File: src/rtl/sat_fade_if.sv
// Pixel/control bundle for the saturation fader: the frame controls, pixel stream and sideband.
// The master drives the stream and the controls; the slave (the fader) returns the processed pixels.
interface sat_fade_if #(
  parameter int HUE_W  = 9,
  parameter int SAT_W  = 7,
  parameter int VAL_W  = 8,
  parameter int PASS_W = 24,
  parameter int GAIN_W = 8
);
  localparam int PW = HUE_W + SAT_W + VAL_W;

  logic              en;
  logic [1:0]        mode;
  logic [GAIN_W-1:0] gain;
  logic              frame_start;
  logic [PW-1:0]     pixel_in;
  logic [PW-1:0]     pixel_out;
  logic [PASS_W-1:0] pass_in;
  logic [PASS_W-1:0] pass_thru;
  logic              fading;

  modport master (
    output en, mode, gain, frame_start, pixel_in, pass_in,
    input  pixel_out, pass_thru, fading
  );

  modport slave (
    input  en, mode, gain, frame_start, pixel_in, pass_in,
    output pixel_out, pass_thru, fading
  );
endinterface

File: src/rtl/sat_fade.sv
// Saturation fader: scales the saturation field by a gain that ramps toward a per-frame target
// in STEP increments, through a fixed two-stage pipeline; hue, value and sideband pass untouched.
module sat_fade #(
  parameter int HUE_W  = 9,
  parameter int SAT_W  = 7,
  parameter int VAL_W  = 8,
  parameter int PASS_W = 24,
  parameter int GAIN_W = 8,
  parameter int STEP   = 16
) (
  input  logic      clk,
  input  logic      rst,
  sat_fade_if.slave bus
);
  localparam int PW     = HUE_W + SAT_W + VAL_W;
  localparam int PROD_W = SAT_W + GAIN_W;

  localparam logic [GAIN_W-1:0] UNITY   = GAIN_W'(1 << (GAIN_W - 1));
  localparam logic [GAIN_W:0]   STEP_X  = (GAIN_W + 1)'(STEP);
  localparam logic [GAIN_W-1:0] STEP_G  = GAIN_W'(STEP);
  localparam logic [PROD_W-1:0] SAT_MAX = PROD_W'((1 << SAT_W) - 1);

  typedef enum logic [1:0] {IDLE, UP, DOWN} state_t;

  state_t            state_q, state_d;
  logic [GAIN_W-1:0] g_q, g_d;
  logic              en_s_q, en_s_d;
  logic [1:0]        mode_s_q, mode_s_d;
  logic [GAIN_W-1:0] gain_s_q, gain_s_d;
  logic              fading_q, fading_d;
  logic [GAIN_W-1:0] target;

  logic [HUE_W-1:0]  hue1_q, hue1_d;
  logic [VAL_W-1:0]  val1_q, val1_d;
  logic [PASS_W-1:0] pass1_q, pass1_d;
  logic [PROD_W-1:0] prod1_q, prod1_d;
  logic [PW-1:0]     pixel_out_q, pixel_out_d;
  logic [PASS_W-1:0] pass_thru_q, pass_thru_d;

  logic [SAT_W-1:0]  sat_in;
  logic [PROD_W-1:0] shifted;
  logic [SAT_W-1:0]  sat_new;

  function automatic logic [GAIN_W-1:0] target_of(input logic e, input logic [1:0] m,
                                                  input logic [GAIN_W-1:0] g);
    if (e) return '0;
    case (m)
      2'b01:   return '0;
      2'b10:   return g;
      default: return UNITY;
    endcase
  endfunction

  // Gain control: shadows, target and the ramp all move only on frame_start.
  always_comb begin
    en_s_d   = en_s_q;
    mode_s_d = mode_s_q;
    gain_s_d = gain_s_q;
    g_d      = g_q;
    state_d  = state_q;
    fading_d = fading_q;
    target   = target_of(en_s_q, mode_s_q, gain_s_q);
    if (bus.frame_start) begin
      en_s_d   = bus.en;
      mode_s_d = bus.mode;
      gain_s_d = bus.gain;
      target   = target_of(bus.en, bus.mode, bus.gain);
      // Extra headroom bit keeps the step comparisons free of wrap at either end.
      if (g_q < target) begin
        g_d = ({1'b0, g_q} + STEP_X >= {1'b0, target}) ? target : g_q + STEP_G;
      end else if (g_q > target) begin
        g_d = ({1'b0, g_q} >= {1'b0, target} + STEP_X) ? g_q - STEP_G : target;
      end
      if (g_d < target)      state_d = UP;
      else if (g_d > target) state_d = DOWN;
      else                   state_d = IDLE;
      fading_d = (state_d != IDLE);
    end
  end

  // Datapath: stage 1 multiplies by the current gain, stage 2 rescales and saturates.
  always_comb begin
    sat_in      = bus.pixel_in[VAL_W +: SAT_W];
    hue1_d      = bus.pixel_in[PW-1 -: HUE_W];
    val1_d      = bus.pixel_in[VAL_W-1:0];
    pass1_d     = bus.pass_in;
    prod1_d     = PROD_W'(sat_in) * PROD_W'(g_q);
    shifted     = prod1_q >> (GAIN_W - 1);
    sat_new     = (shifted > SAT_MAX) ? {SAT_W{1'b1}} : shifted[SAT_W-1:0];
    pixel_out_d = {hue1_q, sat_new, val1_q};
    pass_thru_d = pass1_q;
  end

  always_ff @(posedge clk) begin
    if (rst) begin
      state_q     <= IDLE;
      g_q         <= UNITY;
      en_s_q      <= 1'b0;
      mode_s_q    <= 2'b00;
      gain_s_q    <= UNITY;
      fading_q    <= 1'b0;
      hue1_q      <= '0;
      val1_q      <= '0;
      pass1_q     <= '0;
      prod1_q     <= '0;
      pixel_out_q <= '0;
      pass_thru_q <= '0;
    end else begin
      state_q     <= state_d;
      g_q         <= g_d;
      en_s_q      <= en_s_d;
      mode_s_q    <= mode_s_d;
      gain_s_q    <= gain_s_d;
      fading_q    <= fading_d;
      hue1_q      <= hue1_d;
      val1_q      <= val1_d;
      pass1_q     <= pass1_d;
      prod1_q     <= prod1_d;
      pixel_out_q <= pixel_out_d;
      pass_thru_q <= pass_thru_d;
    end
  end

  assign bus.pixel_out = pixel_out_q;
  assign bus.pass_thru = pass_thru_q;
  assign bus.fading    = fading_q;
endmodule

File: src/flat_wrapper.sv
// flat-port wrapper written by rule: the top's interface ports become plain ports
module sat_fade_flat 
#(
  parameter int HUE_W  = 9,
  parameter int SAT_W  = 7,
  parameter int VAL_W  = 8,
  parameter int PASS_W = 24,
  parameter int GAIN_W = 8,
  parameter int STEP   = 16
)
  (clk, rst, bus_en, bus_mode, bus_gain, bus_frame_start, bus_pixel_in, bus_pass_in, bus_pixel_out, bus_pass_thru, bus_fading);
  sat_fade_if #(.HUE_W(HUE_W), .SAT_W(SAT_W), .VAL_W(VAL_W), .PASS_W(PASS_W), .GAIN_W(GAIN_W)) bus_i ();
  input  logic clk;
  input  logic rst;
  input wire logic [$bits(bus_i.en)-1:0] bus_en;
  input wire logic [$bits(bus_i.mode)-1:0] bus_mode;
  input wire logic [$bits(bus_i.gain)-1:0] bus_gain;
  input wire logic [$bits(bus_i.frame_start)-1:0] bus_frame_start;
  input wire logic [$bits(bus_i.pixel_in)-1:0] bus_pixel_in;
  input wire logic [$bits(bus_i.pass_in)-1:0] bus_pass_in;
  output wire logic [$bits(bus_i.pixel_out)-1:0] bus_pixel_out;
  output wire logic [$bits(bus_i.pass_thru)-1:0] bus_pass_thru;
  output wire logic [$bits(bus_i.fading)-1:0] bus_fading;
  assign bus_i.en = bus_en;
  assign bus_i.mode = bus_mode;
  assign bus_i.gain = bus_gain;
  assign bus_i.frame_start = bus_frame_start;
  assign bus_i.pixel_in = bus_pixel_in;
  assign bus_i.pass_in = bus_pass_in;
  assign bus_pixel_out = bus_i.pixel_out;
  assign bus_pass_thru = bus_i.pass_thru;
  assign bus_fading = bus_i.fading;
  sat_fade #(.HUE_W(HUE_W), .SAT_W(SAT_W), .VAL_W(VAL_W), .PASS_W(PASS_W), .GAIN_W(GAIN_W), .STEP(STEP)) u_core (.clk(clk), .rst(rst), .bus(bus_i));
endmodule
File: config.mk
export PLATFORM = sky130hd
export DESIGN_NAME = sat_fade_flat
export DESIGN_NICKNAME = d
export VERILOG_FILES = /design/src/rtl/sat_fade_if.sv /design/src/rtl/sat_fade.sv /design/src/flat_wrapper.sv
export SDC_FILE = /design/constraint.sdc
export NUM_CORES = 1
export LEC_CHECK = 0
export CAP_MARGIN = 20
export CORE_MARGIN = 5
export CORE_UTILIZATION = 50
export DETAILED_ROUTE_END_ITERATION = 16
export GPL_ROUTABILITY_DRIVEN = 0
export PLACE_DENSITY = 0.78
export SETUP_SLACK_MARGIN = 0.5
export SYNTH_ARGS = -nofsm -noshare
export SYNTH_HDL_FRONTEND = slang
export SYNTH_SLANG_ARGS = --single-unit
File: constraint.sdc
create_clock -name clk -period 8.6 [get_ports clk]
set_clock_uncertainty 0.15 [all_clocks]
set_input_delay 1.72 -clock clk [delete_from_list [all_inputs] [get_ports clk]]
set_output_delay 1.72 -clock clk [all_outputs]
set_load 0.02 [all_outputs]
# After elaboration in Yosys (flattened, before gate mapping)
# Index checks and enable logic that the tools add are counted.
[word_totals]
word_cells = 38
ff_bits = 113
in_bits = 62
output_inout_bits = 49
[op_classes]
n_reduce_logical = 1
eq_ne = 2
muxes = 15
magnitude_cmp = 7
n_mul = 1
addsub = 4
[op_table]
columns = ["cell", "count"]
rows = [
  ["$mux 8", 8],
  ["$add 8x5->9 const B", 2],
  ["$gt 8x8->1", 2],
  ["$lt 8x8->1", 2],
  ["$pmux 8 s2", 1],
  ["$mul 7x8->15", 1],
  ["$ge 8x9->1", 1],
  ["$ge 9x8->1", 1],
  ["$add 8x5->8 const B", 1],
  ["$gt 8x7->1 const B", 1],
  ["$sub 8x5->8 const B", 1],
  ["$mux 7", 1],
  ["$mux 2", 3],
  ["$eq 2x1->1 const B", 1],
  ["$eq 2x2->1 const B", 1],
  ["$mux 1", 2],
  ["$reduce_bool 2->1", 1],
]

# Longest topological paths before layout
[logic_depth]
ltp_word = 15
ltp_mapped = 21
depth_no_buf = 20

# Worst setup path after synthesis
# OpenSTA, ideal clock, no wires.
[synth_timing]
path_type = "input-to-reg"
start = "input bus_mode[0]"
end = "register u_core.fading_q, in the netlist u_core.bus.fading"
setup_slack_ns = 3.026
required_ns = 8.372
n_path_buf = 1
setup_time_ns = 0.078
path_stages = 20
t_arrival_ns = 5.346
path_cell_list = "nand2b_1 nor2_1 nand2_1 inv_1 nand4_1 xnor2_1 ha_1 a211oi_2 nand2_1 and4b_2 nor3_4 o31ai_4 buf_6 nand3_1 o21ai_0 ha_1 nor2b_1 a2111oi_0 a21oi_1 nor3_1"
[synth_between]
elab_chain_len = 15
word_cells_on_any_way = 21
classes_between = "add/sub: 1; order compare: 6; eq/ne: 2; mux: 11; reduce/logical: 1"
[synth_lines]
columns = ["element", "line_no", "text"]
rows = [
  ["start: declaration", "flat_wrapper.sv:16", "input wire logic [$bits(bus_i.mode)-1:0] bus_mode;"],
  ["$eq 2x2->1 or $eq 2x1->1 (tied branches)", "sat_fade.sv:47", "case (m)"],
  ["$pmux 8 s2 (*)", "sat_fade.sv:47", ""],
  ["$mux 8 (*)", "sat_fade.sv:47", ""],
  ["$mux 8 (*)", "sat_fade.sv:63", "if (bus.frame_start) begin"],
  ["$add 8x5->9", "sat_fade.sv:72", "g_d = ({1'b0, g_q} >= {1'b0, target} + STEP_X) ? g_q - STEP_G : target;"],
  ["$ge 8x9->1", "sat_fade.sv:72", ""],
  ["$mux 8", "sat_fade.sv:72", ""],
  ["$mux 8", "sat_fade.sv:71", "end else if (g_q > target) begin"],
  ["$mux 8", "sat_fade.sv:69", "if (g_q < target) begin"],
  ["$mux 8", "sat_fade.sv:63", ""],
  ["$gt 8x8->1", "sat_fade.sv:75", "else if (g_d > target) state_d = DOWN;"],
  ["$mux 2", "sat_fade.sv:75", ""],
  ["$mux 2 (*)", "sat_fade.sv:74", "if (g_d < target) state_d = UP;"],
  ["$mux 2 (*)", "sat_fade.sv:63", ""],
  ["$reduce_bool 2->1 (*)", "sat_fade.sv:77", "fading_d = (state_d != IDLE);"],
  ["end signal: assignment", "sat_fade.sv:114", "fading_q <= fading_d;"],
  ["end: declaration", "sat_fade.sv:30", "logic fading_q, fading_d;"],
]
# Every way passes the cells marked *; elsewhere a longest branch is shown, timed or not. The select of a mux whose other input is x is not followed.
# A chain may end at the register's enable or synchronous reset.

# Worst setup path in the final report
# Same ends and word-level chain as after synthesis.

==> impl_metrics.ini <==
[layout]
final_design_area_no_fill_sq_um = 7140
final_nets = 834
n_diodes = 0
finalNonFillerCells = 831
layout-drive-gt1-share_pct = 5.35
area.growth.synth_to_final_pct = 26.6

[floorplanning]
initial_core_util_pct = 51.6
rows = 38
core-area_sq_um = 10900
fp.dieArea_sq_um = 13500
io_pins = 111
dieWidth_um = 116
die_y_um = 116

[synth]
synth_flop_cell = dfxtp_1
ys_types = 56
synth.area.top_cells = dfxtp_1 (38%), ha_1 (13%), fa_1 (9.9%)
total_of_warnings_raised_by_yosys = 0
synth.top_cell.area_share_pct = 37.6
seq_area_frac_synth_pct = 37.6
avgSynthCellArea_sq_um = 9.62
async_reset_ff_share_pct = 0
yosys.area.top_type = dfxtp_1
synthesis.area_sq_um = 5640
synth_fp_nets = 734
synth_cells = 586
ys_seq_elements = 106
synth_enable_flop_cells = 0

[sta]
timing.final.crit_share_pct = 75.1
finalSetupViolations = 0
max_slew.worst_pin.slew_ns = 0.902
slew-limit-headroom_pct = 39.3
setup_repair_after_global_routing_missed_its_margin = false
timing_max_transition_violations_final = 0
f_max_mhz = 155
timing.final.crit_period_ns = 6.46
final_hold_viol_count = 0
setup_total_negative_slack_ns = 0

[grt]
grt-ovfl-total = 0
grt_first_pass_wirelength_um = 20000
global_route.usage.total_pct = 18.7
largest_net_degree_at_the_start_of_global_routing = 111
antenna_violations_before_repair = 0
grt_pass1_vias = 4343

[power]
combPwrFrac_pct = 38.1
power_switching_share_pct = 34.7
share_seq_of_total_power_pct = 35.8
power.ir.vdd_worst_uv = 156
report.power.total_mw = 1.61
power_leakage_nw = 3.08
power-per-cell-area_nw_per_um2 = 225
net-switching-power_mw = 0.559
share_clk_of_total_power_pct = 26.1
p_int_mw = 1.05

[setup_path]
timing.critical_path.fanout_max = 14
timing.setup.critical_path_class = primary input to register
crit_path_end_kind = register
critical_path.startpoint_type = primary input
worstPathRequired_ns = 8.72
cp_data_arrival_time_ns = 6.58

[route]
detailroute.via_count = 4229
dr_drc_count = 0
drt-vias-per-instance = 5.09
detailed_route_wire_length_um = 12000
avgRoutedWirePerCell_um = 14.5
first_pass_iters = 4
drt-initial-drc-count = 219
postRouteAntennaNets = 0

[flow_run]
max_cap_violations = 0

[clock_tree]
clock_tree.htree_level_count = 3
cts.clk_slew.worst_paths_ns = 0.07
cts.hold.buffers_added = 0
postCtsSetupBuffers = 0
cts_inserted_buffers = 9
tritoncts_clock_tree = built
clkLatencyLatePin_ns = 0.35
root_buffer = clkbuf_16
tritoncts_num_sinks = 106
postCtsResizedCells = 0
clockBufferDepth = 2

[min_path]
worstHoldPathType = register to register

[placed_design]
numPlacedInstances = 814
dp.final_hpwl_um = 9210
port-buffer-count = 110
placedInstanceArea_sq_um = 6800

[run_status]
status = complete, no violations
[critical path, stage by stage]
cell and delay, ns:
clkdlybuf4s50_1 0.45, nand2b_1 0.17, nor2_1 0.43, nand2_1 0.27, inv_1 0.26, nand4_1 0.14
xnor2_1 0.15, ha_1 0.36, a211oi_2 0.22, nand2_1 0.13, and4b_2 0.34, nor3_4 0.08
o31ai_4 0.53, nand3_1 0.13, o21ai_0 0.10, ha_1 0.26, nor2b_1 0.13, a2111oi_0 0.40
a21oi_1 0.12, nor3_1 0.17
[synthesized netlist by cell type (3+ instances only)]
library cell and count:
a211o_2 4, a21oi_1 20, and2_1 23, and3_1 3, clkbuf_1 16, dfxtp_1 106, fa_1 28, ha_1 58
inv_1 48, mux2i_1 3, nand2_1 52, nand3_1 11, nand4_1 6, nor2_1 37, nor2b_1 84, nor3_1 5
o211ai_1 5, o21a_1 3, o21ai_0 13, o31ai_2 3, xnor2_1 10, xor2_1 3
[area by class of cell]
class	count	area [sq um]
well taps	140	175
clock inverters	7	86.3
inverters	48	180
fillers	939	3790
flip-flops and latches	106	2120
repair buffers	111	1130
multi-input cells	410	3230
clock buffers	9	225
[kinds of logic (layout without fill, tap and decap cells)]
group,count (synthesis),after routing,synth area share [%]
xor gates and xnor gates,13,13,2.02
buffers and inverters,70,175,5.17
AOI/OAI and AO/OA,73,73,9.30
and+or+nand+nor,234,234,22.3
muxes,4,4,0.732
adders and majority gates,86,86,22.8
DFF,106,106,37.6
[through the flow]
step,hold WS [ns],utilization (%),setup slack (ns)
6_report,0.285,65.3,2.14
5_1_grt,0.304,65.3,1.70
4_1_cts,0.287,65.0,2.21
3_5_place_dp,0.270,62.2,1.86
3_3_place_gp,0.264,62.2,2.13
2_1_floorplan,0.261,-,3.03
[cell usage in the layout, fill, tap and decap left out, types with 3 or more instances in the layout]
| cell | instances |
|---|---|
| a21oi_1 | 20 |
| nand3_1 | 11 |
| o211ai_1 | 5 |
| xor2_1 | 3 |
| nor2b_1 | 84 |
| o21a_1 | 3 |
| clkdlybuf4s50_1 | 109 |
| nor2_1 | 37 |
| ha_1 | 58 |
| nand4_1 | 6 |
| mux2i_1 | 3 |
| dfxtp_1 | 106 |
| o21ai_0 | 13 |
| xnor2_1 | 10 |
| and2_1 | 23 |
| fa_1 | 28 |
| nand2_1 | 52 |
| nor3_1 | 5 |
| a211o_2 | 4 |
| and3_1 | 3 |
| inv_1 | 48 |
| o31ai_2 | 3 |
| clkbuf_16 | 9 |
[power groups by stage]
stage	Combinational, mW	Sequential, mW	Clock, mW
floorplan	0.452	0.587	0
global placement	0.587	0.587	0
detailed placement	0.607	0.588	0
CTS	0.614	0.576	0.432
global route	0.698	0.583	0.457
finish	0.613	0.576	0.420
[flip-flops by register name, summed over array words and instances, names as in the netlist]
name,flops
u_core.hue1_q,9
u_core.g_q,8
u_core.pass1_q,24
u_core.val1_q,8
u_core.bus.pass_thru,24
u_core.bus.pixel_out,24
u_core.prod1_q,8
u_core.bus.fading,1
[path summary, 6_finish.rpt]
check                   startpoint                 endpoint  slack [ns]  cells after the start
setup reg to reg     u_core.g_q[4]       u_core.prod1_q[14]        3.81                     15
hold / removal    u_core.val1_q[4]  u_core.bus.pixel_out[4]        0.28                      1
setup / recovery       bus_mode[0]        u_core.bus.fading        2.14                     20
hold reg to reg   u_core.val1_q[4]  u_core.bus.pixel_out[4]        0.28                      1
[metal layers]
metal / GRT usage [%] / vias to the layer above / part of all wire [%]
met1: 21.9 / 1961 / 42
met4: 6.96 / 0 / 1.8
li1: - / 2133 / -
met2: 32.5 / 113 / 51
met5: 0 / - / 0
met3: 5.28 / 22 / 5.9
No activity file was read; power rests on OpenSTA's default activity.
